===== src/rtl/clock_pkg.sv =====
// clock_pkg
//   Shared constants and types for the 12-hour clock with alarm.
//   - SEC_MAX / MIN_MAX / HR_MAX : terminal counts of the time fields
//   - *_W                        : field widths
//   - alarm_state_t              : alarm FSM encoding
//   - timekeeper_dbg_t           : debug bundle exported by clock_timekeeper
package clock_pkg;

  localparam int SEC_MAX    = 59;
  localparam int MIN_MAX    = 59;
  localparam int HR_MAX     = 11;

  localparam int SEC_W      = 6;
  localparam int MIN_W      = 6;
  localparam int HR_W       = 4;
  localparam int RING_CNT_W = 6;

  typedef enum logic [1:0] {
    AL_OFF     = 2'd0,
    AL_ARMED   = 2'd1,
    AL_RINGING = 2'd2,
    AL_DONE    = 2'd3
  } alarm_state_t;

  typedef struct packed {
    alarm_state_t          state;
    logic [RING_CNT_W-1:0] ring_cnt;
    logic                  beep_phase;
    logic                  half_day_wrap;  // one-cycle flag after 11:59:59 -> 12:00:00
  } timekeeper_dbg_t;

endpackage


===== src/rtl/wrap_counter.sv =====
// wrap_counter
//   Modulo-(MAX+1) up counter used for the seconds, minutes and hours fields.
//   Ports:
//     clk    in   system clock
//     reset  in   synchronous active-high reset, clears count
//     inc    in   advance by one this cycle
//     count  out  registered count value, 0..MAX
//     carry  out  combinational: inc is high and count is at MAX (wraps this edge)
module wrap_counter #(
  parameter int MAX = 59,
  parameter int W   = 6
) (
  input  logic         clk,
  input  logic         reset,
  input  logic         inc,
  output logic [W-1:0] count,
  output logic         carry
);

  localparam logic [W-1:0] MAX_V = W'(MAX);

  logic at_max;

  assign at_max = (count == MAX_V);
  assign carry  = inc && at_max;

  always_ff @(posedge clk) begin
    if (reset) begin
      count <= '0;
    end else if (inc) begin
      count <= at_max ? '0 : count + 1'b1;
    end
  end

endmodule


===== src/rtl/clock_timekeeper.sv =====
// clock_timekeeper
//   12-hour time of day with a single alarm. Hour value 0 is displayed as 12.
//   Parameters:
//     AL_MIN_STEP   alarm minutes added per al_adj pulse (1..59)
//     RING_SECONDS  ring duration in tick_1hz periods (1..63)
//   Ports:
//     clk, reset                     clock, synchronous active-high reset
//     tick_1hz                       one-cycle pulse per second
//     sec_adj/min_adj/hrs_adj        field-only increments (no carry)
//     al_adj                         advance alarm time by AL_MIN_STEP minutes
//     al_toggle                      arm / disarm the alarm
//     tone_in                        buzzer tone square wave
//     seconds, minutes, hours        current time (registered)
//     al_minutes, al_hours           alarm time (registered)
//     al_on                          alarm armed (bell symbol)
//     alarm                          alarm ringing
//     buzzer_out                     tone gated by ringing and beep phase
//     dbg                            FSM state, ring counter, beep phase, day wrap
//
//   Handshake: every control input is a single-cycle pulse with no back-pressure;
//   a pulse is consumed on the edge that samples it and the effect is visible the
//   following cycle. tick_1hz has priority: adjust pulses in a tick cycle are dropped.
module clock_timekeeper
  import clock_pkg::*;
#(
  parameter int AL_MIN_STEP  = 10,
  parameter int RING_SECONDS = 60
) (
  input  logic                  clk,
  input  logic                  reset,
  input  logic                  tick_1hz,
  input  logic                  sec_adj,
  input  logic                  min_adj,
  input  logic                  hrs_adj,
  input  logic                  al_adj,
  input  logic                  al_toggle,
  input  logic                  tone_in,
  output logic [SEC_W-1:0]      seconds,
  output logic [MIN_W-1:0]      minutes,
  output logic [HR_W-1:0]       hours,
  output logic [MIN_W-1:0]      al_minutes,
  output logic [HR_W-1:0]       al_hours,
  output logic                  al_on,
  output logic                  alarm,
  output logic                  buzzer_out,
  output timekeeper_dbg_t       dbg
);

  localparam logic [RING_CNT_W-1:0] RING_LAST = RING_CNT_W'(RING_SECONDS - 1);
  localparam logic [HR_W-1:0]       HR_MAX_V  = HR_W'(HR_MAX);

  // ---------------------------------------------------------------------------
  // Time of day
  // ---------------------------------------------------------------------------
  logic adj_ok;
  logic sec_inc, min_inc, hr_inc;
  logic sec_carry, min_carry, hr_carry;
  logic half_day_wrap;

  assign adj_ok = ~tick_1hz;

  // Carries only propagate on the tick path; an adjust wrap never carries.
  assign sec_inc = tick_1hz | (sec_adj & adj_ok);
  assign min_inc = (tick_1hz & sec_carry) | (min_adj & adj_ok);
  assign hr_inc  = (tick_1hz & min_carry) | (hrs_adj & adj_ok);

  wrap_counter #(.MAX(SEC_MAX), .W(SEC_W)) u_sec (
    .clk   (clk),
    .reset (reset),
    .inc   (sec_inc),
    .count (seconds),
    .carry (sec_carry)
  );

  wrap_counter #(.MAX(MIN_MAX), .W(MIN_W)) u_min (
    .clk   (clk),
    .reset (reset),
    .inc   (min_inc),
    .count (minutes),
    .carry (min_carry)
  );

  wrap_counter #(.MAX(HR_MAX), .W(HR_W)) u_hr (
    .clk   (clk),
    .reset (reset),
    .inc   (hr_inc),
    .count (hours),
    .carry (hr_carry)
  );

  always_ff @(posedge clk) begin
    if (reset) begin
      half_day_wrap <= 1'b0;
    end else begin
      half_day_wrap <= tick_1hz & hr_carry;
    end
  end

  // ---------------------------------------------------------------------------
  // Alarm time: minutes advance by AL_MIN_STEP and overflow into hours.
  // ---------------------------------------------------------------------------
  logic [MIN_W:0] al_sum;
  logic           al_min_ovf;

  assign al_sum     = {1'b0, al_minutes} + (MIN_W+1)'(AL_MIN_STEP);
  assign al_min_ovf = (al_sum >= (MIN_W+1)'(60));

  always_ff @(posedge clk) begin
    if (reset) begin
      al_minutes <= '0;
      al_hours   <= '0;
    end else if (al_adj && adj_ok) begin
      if (al_min_ovf) begin
        al_minutes <= MIN_W'(al_sum - (MIN_W+1)'(60));
        al_hours   <= (al_hours == HR_MAX_V) ? '0 : al_hours + 1'b1;
      end else begin
        al_minutes <= al_sum[MIN_W-1:0];
      end
    end
  end

  // ---------------------------------------------------------------------------
  // Alarm FSM
  // ---------------------------------------------------------------------------
  alarm_state_t          state_q, state_d;
  logic [RING_CNT_W-1:0] ring_cnt_q, ring_cnt_d;
  logic                  beep_q, beep_d;
  logic                  al_on_d, alarm_d, buzzer_d;
  logic                  time_match;
  logic                  ring_timeout;
  logic                  ring_entry;

  // Compares the registered time against the registered alarm time, so the
  // match is seen one cycle after the tick that reaches the alarm minute.
  assign time_match   = (hours == al_hours) && (minutes == al_minutes);
  assign ring_timeout = tick_1hz && (ring_cnt_q == RING_LAST);

  // State register (plus the registered outputs derived from next state)
  always_ff @(posedge clk) begin
    if (reset) begin
      state_q    <= AL_OFF;
      ring_cnt_q <= '0;
      beep_q     <= 1'b0;
      al_on      <= 1'b0;
      alarm      <= 1'b0;
      buzzer_out <= 1'b0;
    end else begin
      state_q    <= state_d;
      ring_cnt_q <= ring_cnt_d;
      beep_q     <= beep_d;
      al_on      <= al_on_d;
      alarm      <= alarm_d;
      buzzer_out <= buzzer_d;
    end
  end

  // Next-state logic; al_toggle overrides every other transition.
  always_comb begin
    state_d = state_q;
    if (al_toggle) begin
      state_d = (state_q == AL_OFF) ? AL_ARMED : AL_OFF;
    end else begin
      unique case (state_q)
        AL_OFF:     state_d = AL_OFF;
        AL_ARMED:   if (time_match)   state_d = AL_RINGING;
        AL_RINGING: if (ring_timeout) state_d = AL_DONE;
        AL_DONE:    if (!time_match)  state_d = AL_ARMED;
        default:    state_d = AL_OFF;
      endcase
    end
  end

  // Output / datapath logic. Outputs are decoded from the next state and then
  // registered, so a toggle or timeout silences alarm and buzzer on that edge.
  always_comb begin
    ring_entry = (state_q != AL_RINGING) && (state_d == AL_RINGING);
    ring_cnt_d = ring_cnt_q;
    beep_d     = beep_q;
    if (ring_entry) begin
      ring_cnt_d = '0;
      beep_d     = 1'b1;
    end else if ((state_q == AL_RINGING) && tick_1hz) begin
      ring_cnt_d = ring_cnt_q + 1'b1;
      beep_d     = ~beep_q;
    end
    al_on_d  = (state_d != AL_OFF);
    alarm_d  = (state_d == AL_RINGING);
    buzzer_d = alarm_d & beep_d & tone_in;
  end

  assign dbg.state         = state_q;
  assign dbg.ring_cnt      = ring_cnt_q;
  assign dbg.beep_phase    = beep_q;
  assign dbg.half_day_wrap = half_day_wrap;

endmodule

===== config.mk =====
export PLATFORM = sky130hd
export DESIGN_NAME = clock_timekeeper
export DESIGN_NICKNAME = d
export VERILOG_FILES = /design/src/rtl/clock_pkg.sv /design/src/rtl/wrap_counter.sv /design/src/rtl/clock_timekeeper.sv
export SDC_FILE = /design/constraint.sdc
export NUM_CORES = 1
export LEC_CHECK = 0
export ABC_AREA = 0
export BUFFER_PORTS_ARGS = -buffer_cell sky130_fd_sc_hd__buf_4
export CORE_ASPECT_RATIO = 0.75
export CORE_MARGIN = 2
export CORE_UTILIZATION = 45
export DETAILED_ROUTE_END_ITERATION = 16
export PLACE_DENSITY_LB_ADDON = 0.05
export SYNTH_ARGS = -nofsm -noshare
export SYNTH_HDL_FRONTEND = slang
export SYNTH_SLANG_ARGS = --single-unit

===== constraint.sdc =====
create_clock -name clk -period 4.8 [get_ports clk]
set_clock_uncertainty 0.2 [all_clocks]
set_input_delay 0.24 -clock clk [delete_from_list [all_inputs] [get_ports clk]]
set_output_delay 0.24 -clock clk [all_outputs]
set_load 0.02 [all_outputs]

* Yosys cells after proc, flatten, opt, wreduce, memory -nomap -nowiden *
Cells that the tools add are included.

cells by class
  reduce and logical (&&, ||, !) cells = 12
  add/sub/neg operators = 7
  equality and inequality tests = 12
  div/mod/pow operators = 0
  shift operators = 0
  multiply operators = 0
  bitwise gates (word level) = 13
  mux-type cells = 13
  order comparisons = 1

operator list
  kind                                                                                  number
  6-bit by 1-bit adder with 6-bit output (second input constant)                        3
  6-bit equality test (second input constant)                                           3
  6-bit two-way mux                                                                     3
  4-bit by 1-bit adder with 4-bit output (second input constant)                        2
  1-bit bitwise AND                                                                     8
  4-bit equality test (second input constant)                                           2
  1-bit logical AND                                                                     8
  2-bit two-way mux                                                                     4
  4-bit two-way mux                                                                     2
  2-bit one-hot mux with 4 select lines                                                 1
  6-bit by 4-bit adder with 7-bit output (second input constant)                        1
  7-bit by 6-bit greater-or-equal comparator with 1-bit output (second input constant)  1
  2-bit equality test (second input constant)                                           3
  6-bit equality test                                                                   1
  6-bit subtractor (second input constant)                                              1
  4-bit equality test                                                                   1
  1-bit two-way mux                                                                     3
  1-bit OR                                                                              3
  2-bit by 1-bit equality test with 1-bit output (second input constant)                1
  2-bit logical NOT                                                                     1
  2-bit inequality test (second input constant)                                         1
  1-bit inverter                                                                        2
  2-bit AND reduction                                                                   1
  2-bit nonzero test                                                                    1
  2-bit OR reduction                                                                    1

word-level totals
  input bits = 9
  latch bits = 0
  memory bits (read-only) = 0
  memories = 0
  register bits = 39
  memory bits (writable) = 0

* Longest topological paths before layout *
Gate-level depths: netlist of run 1.

  depth in word-level cells = 11
  mapped depth = 9
  mapped depth without buffers = 9

* Modules after synthesis *
A second synthesis of run 1 with hierarchy kept.

second synthesis, totals
  cell total of the unflattened synthesis = 238
  area, all modules = 2,049.5 sq um

modules (own cells, without submodules)
  module                     area an instance (sq um)  sequential area each (sq um)  cells each  times used
  clock_timekeeper           1,332.5                   440.4                         161         1
  wrap_counter at u_min ...  265.3                     120.1                         29          2
  wrap_counter at u_hr       186.4                     80.1                          19          1

* Worst setup path after synthesis of run 1 *
Ideal clock, no wire load.

  kind = reg2reg
  start point = register al_minutes[1]
  end point = register al_minutes[4]
  library setup time = 0.121 ns
  cell stages (with the launch flop) = 10
  data required time = 4.479 ns
  slack = 2.406 ns
  period minus slack after synthesis = 2.394 ns
  arrival = 2.074 ns
  buffers on the path = 0
  cells stage by stage = dfxtp_1 -> ha_1 -> inv_1 -> nor2_1 -> nor2_1 -> ha_1 -> nand4_1 -> nor3_1 -> o311ai_1 -> mux2_2

between the ends
  longest elaborated chain between the ends = 3

RTL lines
  item                                                                                              line                                              RTL
  start: declaration                                                                                clock_timekeeper.sv:41                            output logic [MIN_W-1:0] al_minutes,
  start signal: assignment                                                                          clock_timekeeper.sv:114                           al_minutes <= MIN_W'(al_sum - (MIN_W+1)'(60));
  start signal: assignment                                                                          clock_timekeeper.sv:117                           al_minutes <= al_sum[MIN_W-1:0];
  6-bit by 4-bit adder with 7-bit output *                                                          clock_timekeeper.sv:105                           assign al_sum = {1'b0, al_minutes} + (MIN_W+1)'(AL_MIN_STEP);
  6-bit subtractor or 7-bit by 6-bit greater-or-equal comparator with 1-bit output (tied branches)  clock_timekeeper.sv:114, clock_timekeeper.sv:106
  6-bit two-way mux *                                                                               clock_timekeeper.sv:113                           if (al_min_ovf) begin

Mark *: on every way between the ends. The rest lies on a longest branch, timed or not.
A chain may end at the register's enable or synchronous reset.

* Worst setup path in the final report of run 1 *
  start point = register al_minutes[2]
  end point = register al_hours[2]

between the ends
  longest elaborated chain between the ends = 3

RTL lines
  item                                                          line                     RTL
  6-bit by 4-bit adder with 7-bit output                        clock_timekeeper.sv:105
  7-bit by 6-bit greater-or-equal comparator with 1-bit output  clock_timekeeper.sv:106  assign al_min_ovf = (al_sum >= (MIN_W+1)'(60));
  2-bit AND reduction (no source line)                          --
  end signal: assignment                                        clock_timekeeper.sv:115  al_hours <= (al_hours == HR_MAX_V) ? '0 : al_hours + 1'b1;
  end: declaration                                              clock_timekeeper.sv:42   output logic [HR_W-1:0] al_hours,

No other way between the ends.

==> results of run 1 <==
==> registers in the layout (all words and copies together) (netlist names) <==
signal	count
state_q	2
al_minutes	5
half_day_wrap	1
al_hours	4
buzzer_out	1
al_on	1
beep_q	1
alarm	1
ring_cnt_q	6
u_sec.count	6
u_hr.count	4
u_min.count	6
==> metrics by stage <==
stage | cells | area, µm² | setup slack [ns] | util
floorplan | 250 | 2140 | 2.41 | -
global placement | 340 | 2480 | 2.33 | 0.548
detailed placement | 340 | 2480 | 2.22 | 0.548
CTS | 348 | 2570 | 2.20 | 0.568
global route | 348 | 2570 | 1.97 | 0.568
finish | 348 | 2570 | 2.20 | 0.568
==> routing by layer <==
metal | wire length [µm] | share of wire | GRT usage
met3 | 245 | 0.053 | 0.0472
met5 | 0 | 0 | 0
met4 | 52 | 0.011 | 0.0665
met2 | 1930 | 0.42 | 0.284
met1 | 2380 | 0.52 | 0.255
==> power by group through the flow <==
stage          registers [mW]  clock network, mW  logic (mW)
3_5_place_dp            0.351                  0       0.109
3_3_place_gp            0.351                  0       0.108
2_1_floorplan           0.359                  0      0.0669
6_report                0.344              0.212       0.109
4_1_cts                 0.343              0.223       0.109
5_1_grt                 0.346              0.237       0.120
==> synthesized netlist by cell type, drive strengths merged (5+ instances only) <==
cell    count
dfxtp      38
a21oi      14
mux2i       7
nand4       7
inv        10
nand2      16
xor2       18
nand3       6
o21ai       6
ha          8
nor3        5
nor2       39
xnor2       7
buf         8
clkbuf      5
==> worst reg2reg max path: cells and delay by family (launching register included) <==
| kind | cells | cell delay, ns |
|---|---|---|
| buffers and inverters | 1 | 0.08 |
| adders and majority gates | 1 | 0.36 |
| and+or+nand+nor | 3 | 1.06 |
| DFF | 1 | 0.50 |
| AOI/OAI and AO/OA | 2 | 0.36 |
==> final timing paths <==
path | from | to | slack, ns | cells past startpoint
setup reg to reg | al_minutes[2]$_SDFFE_PP0P_ | al_hours[2]$_SDFFE_PP0P_ | 2.20 | 7
setup / recovery | al_minutes[2]$_SDFFE_PP0P_ | al_hours[2]$_SDFFE_PP0P_ | 2.20 | 7
hold reg to reg | u_sec.count[5]$_SDFFE_PP0P_ | u_sec.count[5]$_SDFFE_PP0P_ | 0.32 | 2
hold / removal | al_toggle | alarm$_SDFF_PP0_ | 0.05 | 3
==> cells by family after synthesis <==
| logic type | Yosys count | share of synthesized area |
|---|---|---|
| mux | 9 | 0.0433 |
| fa+ha+maj | 8 | 0.0468 |
| xor+xnor | 25 | 0.106 |
| flops | 38 | 0.356 |
| simple gates | 103 | 0.257 |
| other cells | 1 | 0.00175 |
| compound gates | 43 | 0.135 |
| buf+inv | 23 | 0.0539 |
==> cell type report <==
type                    instances  area (µm²)
clock inverters                 1        7.51
inverters                      10        37.5
well taps                      57        71.3
multi-input cells             189        1260
flip-flops and latches         38         761
repair buffers                 47         355
fillers                       450        1950
clock buffers                   6        72.6
==> what timing repair did <==
item	4_1_cts	5_1_grt
resized for setup	0	0
hold buffers	1	0
hold endpoints to repair	1	0
buffers inserted	0	0
==> flow_summary.json, run 1 <==
{
  "firstDrtPassIters": 4,
  "fin_tns_setup_ns": 0,
  "cts_tree": "yes",
  "h-tree-depth": 2,
  "synth.area.top_cells": "dfxtp_1, xor2_1, nor2_1, ha_1, a21oi_1",
  "globalplace.congestion": 0.875,
  "grt_pass1_vias": 1722,
  "area_delta_synth_final_pct": 20.1,
  "crit_path_end_kind": "register",
  "grt_antenna_before_repair": 0,
  "p_sw_mw": 0.189,
  "clk_path_buf_depth": 2,
  "die_x_um": 83.6,
  "diodes": 0,
  "synth_area_mm2": 0.00214,
  "rsz0062_at_grt": "false",
  "fmax_mhz": 384,
  "status": "completed",
  "slew_violations": 0,
  "leakage_nw": 1.11,
  "grt_pass1_wl_mm": 8.02,
  "cp_top_family": "simple AND/OR/NAND/NOR gates",
  "worstPathArrival_ns": 2.63,
  "ir_drop_mv": 0.175,
  "setup_violations": 0,
  "yosys_warnings": 0,
  "p_seq_frac": 0.517,
  "worstPathRequired_ns": 4.83,
  "clkTransAtPathRegs_ns": 0.08,
  "synth_area_leader_cell": "dfxtp_1",
  "grt_use_total": 0.186,
  "worstSkewPairLatency_ns": 0.29,
  "grt_overflow": 0,
  "critPathMaxFanout": 8,
  "synth_ff_type": "dfxtp_1",
  "drt-vias-per-instance": 5.34,
  "die_h_um": 63.7,
  "hold_path.class": "input port to register",
  "path_cells": "inv_1, ha_1, nor2b_1, o211ai_1, nand4_1, or4_1, a21oi_1",
  "final_hold_viol_count": 0,
  "most-common-layout-cells": "buf_4, dfxtp_1, nor2_1",
  "path_buf_inv": 1,
  "power_frac_clock": 0.319,
  "power.density_mw_per_mm2": 259,
  "ant_nets": 0,
  "cts_root_buf": "clkbuf_8",
  "die-area_mm2": 0.00532,
  "drc": 0,
  "synth_top_area_frac": 0.356,
  "crit_path_start_kind": "register",
  "core_area_mm2": 0.00452,
  "numCtsBuffers": 5,
  "slowest_delay_ns": 0.52,
  "worst_pin_slew_ns": 0.688,
  "rows": 21,
  "drv_cap": 0,
  "layout-drive-gt1-share": 0.227,
  "cpMaxStageDelayCell": "or4_1",
  "io_pins": 48,
  "synthArstFlopShare": 0,
  "max-slew-margin-rel": 0.540,
  "fin_crit_sh": 0.542,
  "routedWlPerCell_um": 13.2,
  "ys_types": 55,
  "clock-sinks": 38,
  "p_comb_frac": 0.164,
  "synthesis.nets": 267,
  "wirelength_mm": 4.60,
  "grt_max_degree": 29,
  "hold_slack_ns": 0.0519,
  "initial_core_util": 0.473,
  "worstSetupPathType": "register to register",
  "syn_avg_cell_area_um2": 8.55,
  "synth-seq-area-share": 0.356,
  "dp_hpwl_mm": 3.41,
  "layout_commonest_cell": "buf_4",
  "synth_seq_cells": 38,
  "power.share.switching": 0.285,
  "total_power_mw": 0.664,
  "vias": 1858,
  "synth_edf_count": 0,
  "synthCells": 250,
  "port_buffers": 46,
  "drtIter0Drc": 54,
  "layout_min_cycle_time_ns": 2.60,
  "fin_nets": 308,
  "power.internal_mw": 0.475
}
Note: power is estimated with default switching activity, not from simulation.
==> run 2, diff against run 1 <==
clock period = 2.6 ns   (was 4.8 ns; I/O delays follow)
==> flow_summary.json, run 2 (synthesized netlist as in run 1, its figures left out) <==
{
  "status": "completed",
  "final_hold_viol_count": 0,
  "power.density_mw_per_mm2": 512,
  "diodes": 0,
  "clk_path_buf_depth": 2,
  "worst_pin_slew_ns": 0.521,
  "p_comb_frac": 0.158,
  "fmax_mhz": 422,
  "die-area_mm2": 0.00532,
  "worstPathRequired_ns": 2.63,
  "grt_pass1_vias": 1668,
  "reg2reg_from": "al_minutes[2]$_SDFFE_PP0P_",
  "die_h_um": 63.7,
  "leakage_nw": 1.17,
  "core_area_mm2": 0.00452,
  "post-route-util": 0.592,
  "grt_overflow": 0,
  "ff2ff_path_depth": 7,
  "critPathMaxFanout": 6,
  "grt_pass1_wl_mm": 7.92,
  "clock-sinks": 38,
  "globalplace.congestion": 0.849,
  "rsz0062_at_grt": "false",
  "layout_min_cycle_time_ns": 2.37,
  "setup_violations": 0,
  "power_frac_clock": 0.381,
  "crit_path_start_kind": "register",
  "fin_nets": 317,
  "worstPathArrival_ns": 2.40,
  "worstSkewPairLatency_ns": 0.29,
  "die_x_um": 83.6,
  "fin_tns_setup_ns": 0,
  "area_delta_synth_final_pct": 25.1,
  "slew_violations": 0,
  "dp_hpwl_mm": 3.51,
  "ir_drop_mv": 0.335,
  "grt_use_total": 0.189,
  "firstDrtPassIters": 4,
  "hold_path.class": "input port to register",
  "slowest_delay_ns": 0.49,
  "power.internal_mw": 1.01,
  "r2r_end": "al_hours[2]$_SDFFE_PP0P_",
  "cts_tree": "yes",
  "drc": 0,
  "wirelength_mm": 4.85,
  "numCtsBuffers": 5,
  "max-slew-margin-rel": 0.653,
  "initial_core_util": 0.473,
  "hold_depth": 3,
  "drv_cap": 0,
  "rows": 21,
  "crit_path_end_kind": "register",
  "cpMaxStageDelayCell": "or4_1",
  "clkTransAtPathRegs_ns": 0.08,
  "drtIter0Drc": 88,
  "layout-drive-gt1-share": 0.250,
  "postLayoutCellArea_mm2": 0.00267,
  "p_sw_mw": 0.361,
  "cts_root_buf": "clkbuf_8",
  "reg_top3": "ring_cnt_q x6, u_min.count x6, u_sec.count x6",
  "hold_path_end": "half_day_wrap$_SDFF_PP0_",
  "vias": 1891,
  "port_buffers": 46,
  "power.share.switching": 0.264,
  "h-tree-depth": 2,
  "grt_antenna_before_repair": 0,
  "hold_start": "tick_1hz",
  "ant_nets": 0,
  "io_pins": 48,
  "grt_max_degree": 29,
  "rrSetupSlack_ns": 0.23,
  "placed_cell_area_mm2": 0.00253,
  "fin_crit_sh": 0.911,
  "worstSetupPathType": "register to register",
  "path_cells": "inv_1, ha_1, nor2b_1, o211ai_1, nand4_1, or4_1, a21oi_1",
  "drt-vias-per-instance": 5.30,
  "routedWlPerCell_um": 13.6,
  "most-common-layout-cells": "buf_4, dfxtp_1, nor2_1",
  "layout_commonest_cell": "buf_4",
  "p_seq_frac": 0.461
}
[run 2: changes by cell type in the layout (fill, tap and decap cells not counted), sizes merged]
cell / change
buf: +7
dlygate4sd3: +2
bufinv: +1
clkinvlp: -1
[run 2: worst max-delay path by stage]
stage	start	endpoint	slack (ns)	cells after the start
2_1_floorplan	al_minutes[1]$_SDFFE_PP0P_	al_minutes[4]$_SDFFE_PP0P_	0.21	9
3_3_place_gp	al_minutes[1]$_SDFFE_PP0P_	al_minutes[4]$_SDFFE_PP0P_	0.30	9
3_5_place_dp	al_minutes[1]$_SDFFE_PP0P_	al_minutes[4]$_SDFFE_PP0P_	0.23	9
4_1_cts	al_minutes[2]$_SDFFE_PP0P_	al_minutes[4]$_SDFFE_PP0P_	0.21	9
5_1_grt	al_minutes[1]$_SDFFE_PP0P_	al_minutes[4]$_SDFFE_PP0P_	0.08	9
6_report	al_minutes[2]$_SDFFE_PP0P_	al_hours[2]$_SDFFE_PP0P_	0.23	7
[run 2: power by group through the flow]
stage / clock network (mW) / logic [mW] / registers, mW
floorplan: 0 / 0.123 / 0.662
global placement: 0 / 0.211 / 0.645
detailed placement: 0 / 0.212 / 0.645
CTS: 0.531 / 0.217 / 0.632
global route: 0.568 / 0.237 / 0.636
finish: 0.521 / 0.216 / 0.632
[run 2: final cells by class]
| type | instances | area, µm² |
|---|---|---|
| repair buffers | 56 | 428 |
| multi-input cells | 189 | 1260 |
| flip-flops and latches | 38 | 761 |
| fillers | 423 | 1850 |
| clock inverters | 1 | 30.0 |
| inverters | 10 | 37.5 |
| well taps | 57 | 71.3 |
| clock buffers | 6 | 82.6 |
[run 2: metal layers]
layer  wire, µm  GRT usage  part of all wire
met5          0          0                 0
met4         59     0.0645             0.012
met3        293     0.0629             0.060
met2       2020      0.278              0.42
met1       2470      0.258              0.51
[run 2: timing repair]
action,in CTS,in global routing
hold buffers,3,0
resized for setup,0,1
endpoints found under the setup margin,0,1
buffers inserted,0,0
endpoints found under the hold margin,5,0
[run 2: per-stage QoR]
step	hold slack [ns]	worst slack, ns	cells	power (mW)
floorplan	0.0780	0.206	250	0.785
global placement	0.178	0.301	347	0.856
detailed placement	0.178	0.227	347	0.858
CTS	0.0430	0.214	357	1.38
global route	0.0436	0.0796	357	1.44
finish	0.0449	0.232	357	1.37
[run 2: critical path: cells and delay by family (launching register included)]
family                   cells  cell delay (ns)
AO/OA/AOI/OAI                2             0.37
adder cells (fa/ha/maj)      1             0.28
buffers and inverters        1             0.06
flip-flops                   1             0.41
AND/OR/NAND/NOR              3             0.99
==> run 3, diff against run 2 <==
SYNTH_HIERARCHICAL = 1   (was not set)
==> flow_summary.json, run 3 <==
{
  "worstSetupPathType": "input port to register",
  "core_area_mm2": 0.00441,
  "cts_root_buf": "clkbuf_8",
  "yosys_warnings": 6,
  "leakage_nw": 1.08,
  "clkTransAtPathRegs_ns": 0.08,
  "globalplace.congestion": 0.858,
  "die-area_mm2": 0.00512,
  "critPathMaxFanout": 8,
  "grt_antenna_before_repair": 0,
  "final_hold_viol_count": 0,
  "synth_area_leader_cell": "dfxtp_1",
  "synthArstFlopShare": 0,
  "port_buffers": 46,
  "hold_path.class": "input port to register",
  "dr_wl_met3_um": 235,
  "firstDrtPassIters": 4,
  "regArea_um2": 761,
  "diodes": 0,
  "ff2ff_path_depth": 9,
  "area_delta_synth_final_pct": 27.3,
  "worstPathRequired_ns": 2.57,
  "layout_commonest_cell": "buf_4",
  "most-common-layout-cells": "buf_4, nor2_1, dfxtp_1",
  "synthesis.nets": 255,
  "synth_area_mm2": 0.00205,
  "synth_edf_count": 0,
  "reg_top3": "ring_cnt_q x6, u_min/count x6, u_sec/count x6",
  "io_pins": 48,
  "slew_violations": 0,
  "grt_max_degree": 27,
  "wl_met2_mm": 1.92,
  "synth_seq_cells": 38,
  "dr.max_layer_used": "met4",
  "multi_input_area_mm2": 0.00121,
  "initial_core_util": 0.464,
  "die_x_um": 81.9,
  "grt_use_total": 0.184,
  "grt_pass1_vias": 1619,
  "drc": 0,
  "postLayoutCellArea_mm2": 0.00261,
  "syn_avg_cell_area_um2": 8.61,
  "numCtsBuffers": 5,
  "grt_overflow": 0,
  "crit_path_start_kind": "input port",
  "hold_slack_ns": 0.00776,
  "clock-sinks": 38,
  "fmax_mhz": 399,
  "fin_nets": 309,
  "rrSetupSlack_ns": 0.13,
  "fin_tns_setup_ns": 0,
  "worstSkewPairLatency_ns": 0.28,
  "routedWlPerCell_um": 12.7,
  "layout_min_cycle_time_ns": 2.51,
  "rsz0062_at_grt": "false",
  "ant_nets": 0,
  "synth_top_area_frac": 0.371,
  "dp_hpwl_mm": 3.23,
  "worstPathArrival_ns": 2.48,
  "status": "completed",
  "rows": 21,
  "ys_types": 47,
  "yosys-top-cells-count": "dfxtp_1, nor2_1, xnor2_1",
  "drtIter0Drc": 33,
  "synth-seq-area-share": 0.371,
  "crit_path_end_kind": "register",
  "reg2reg_from": "al_minutes[2]$_SDFFE_PP0P_",
  "total_power_mw": 1.24,
  "synth_ff_type": "dfxtp_1",
  "fill_cells": 411,
  "hold_depth": 2,
  "ir_drop_mv": 0.317,
  "grt_pass1_wl_mm": 7.47,
  "drv_cap": 0,
  "synth.area.top_cells": "dfxtp_1, nor2_1, xnor2_1, ha_1, xor2_1",
  "h-tree-depth": 2,
  "wirelength_mm": 4.45,
  "fin_crit_sh": 0.965,
  "vias": 1785,
  "clk_path_buf_depth": 2,
  "setup_violations": 0,
  "cts_tree": "yes",
  "synthCells": 238,
  "power.density_mw_per_mm2": 477,
  "hold_start": "reset",
  "placed_cell_area_mm2": 0.00247,
  "drt-vias-per-instance": 5.10,
  "hold_path_end": "u_sec/count[1]$_SDFFE_PP0P_",
  "layout-drive-gt1-share": 0.266,
  "die_h_um": 62.4,
  "drt-met1-wl_mm": 2.28,
  "r2r_end": "al_hours[1]$_SDFFE_PP0P_"
}
-- run 3: cell count changes after synthesis, moves of 3 or more --
cell,previous run,this run
nor2_2,6,0
o21ai_0,6,11
xnor2_1,7,15
nor2_1,33,38
or4_1,3,0
nand3_1,6,2
xor2_1,17,10
-- run 3: repair_timing --
item,CTS,global route
gates resized for setup,0,5
endpoints found under the hold margin,5,0
setup endpoints to repair,0,5
hold buffers,3,0
buffers inserted,0,0
-- run 3: logic make-up after synthesis --
kind of cell	count (synthesis)	synth area share
XOR/XNOR	25	0.107
AND/OR/NAND/NOR	91	0.225
buffers and inverters	20	0.0464
flip-flops	38	0.371
multiplexers	10	0.0507
other	1	0.00183
adder cells (fa/ha/maj)	8	0.0488
AO/OA/AOI/OAI	45	0.149
-- run 3: through the flow --
| stage | cells | util | worst slack, ns |
|---|---|---|---|
| 6_report | 350 | 0.591 | 0.0907 |
| 5_1_grt | 350 | 0.591 | 0.0139 |
| 4_1_cts | 350 | 0.587 | 0.0524 |
| 3_5_place_dp | 339 | 0.559 | 0.111 |
| 3_3_place_gp | 339 | 0.559 | 0.181 |
| 2_1_floorplan | 238 | - | 0.0481 |
-- run 3: area by class of cell --
| class | count | share of cell area |
|---|---|---|
| clock inverter | 1 | 0.00192 |
| tap | 57 | 0.0273 |
| clock buffer | 7 | 0.0331 |
| inverter | 10 | 0.0144 |
| sequential | 38 | 0.292 |
| multi-input combinational | 180 | 0.465 |
| timing repair buffer | 57 | 0.167 |
-- run 3: report_power, final --
part           switching [mW]  internal (mW)  leakage, nW
Sequential             0.0272          0.600        0.308
Combinational           0.105         0.0948        0.719
Clock                   0.202          0.214       0.0482
-- run 3: layer usage --
metal  global-route usage  vias up
met5                    0        -
met4               0.0438        0
met3               0.0448        2
met2                0.270       43
met1                0.271      808
li1                     -      932
-- run 3: how the worst max path moves through the flow --
stage	start	end	slack (ns)	cells past startpoint
after global routing	tick_1hz	half_day_wrap$_SDFF_PP0_	0.01	13
after floorplan	al_minutes[2]$_SDFFE_PP0P_	al_hours[3]$_SDFFE_PP0P_	0.05	9
after detailed placement	al_minutes[2]$_SDFFE_PP0P_	al_hours[1]$_SDFFE_PP0P_	0.11	9
after CTS	tick_1hz	u_hr/count[2]$_SDFFE_PP0P_	0.05	12
after global placement	al_minutes[2]$_SDFFE_PP0P_	al_hours[1]$_SDFFE_PP0P_	0.18	9
final	tick_1hz	u_hr/count[2]$_SDFFE_PP0P_	0.09	12
-- run 3: worst max-delay path, cell delays in order --
cell and delay, ns:
dlygate4sd3_1 0.55, buf_4 0.18, or2_2 0.36, nand3_2 0.10, nor2_1 0.06, mux2_4 0.29
nand3_2 0.10, nor2_1 0.05, mux2_2 0.33, nand2_2 0.09, mux2i_1 0.18, nor2_1 0.06
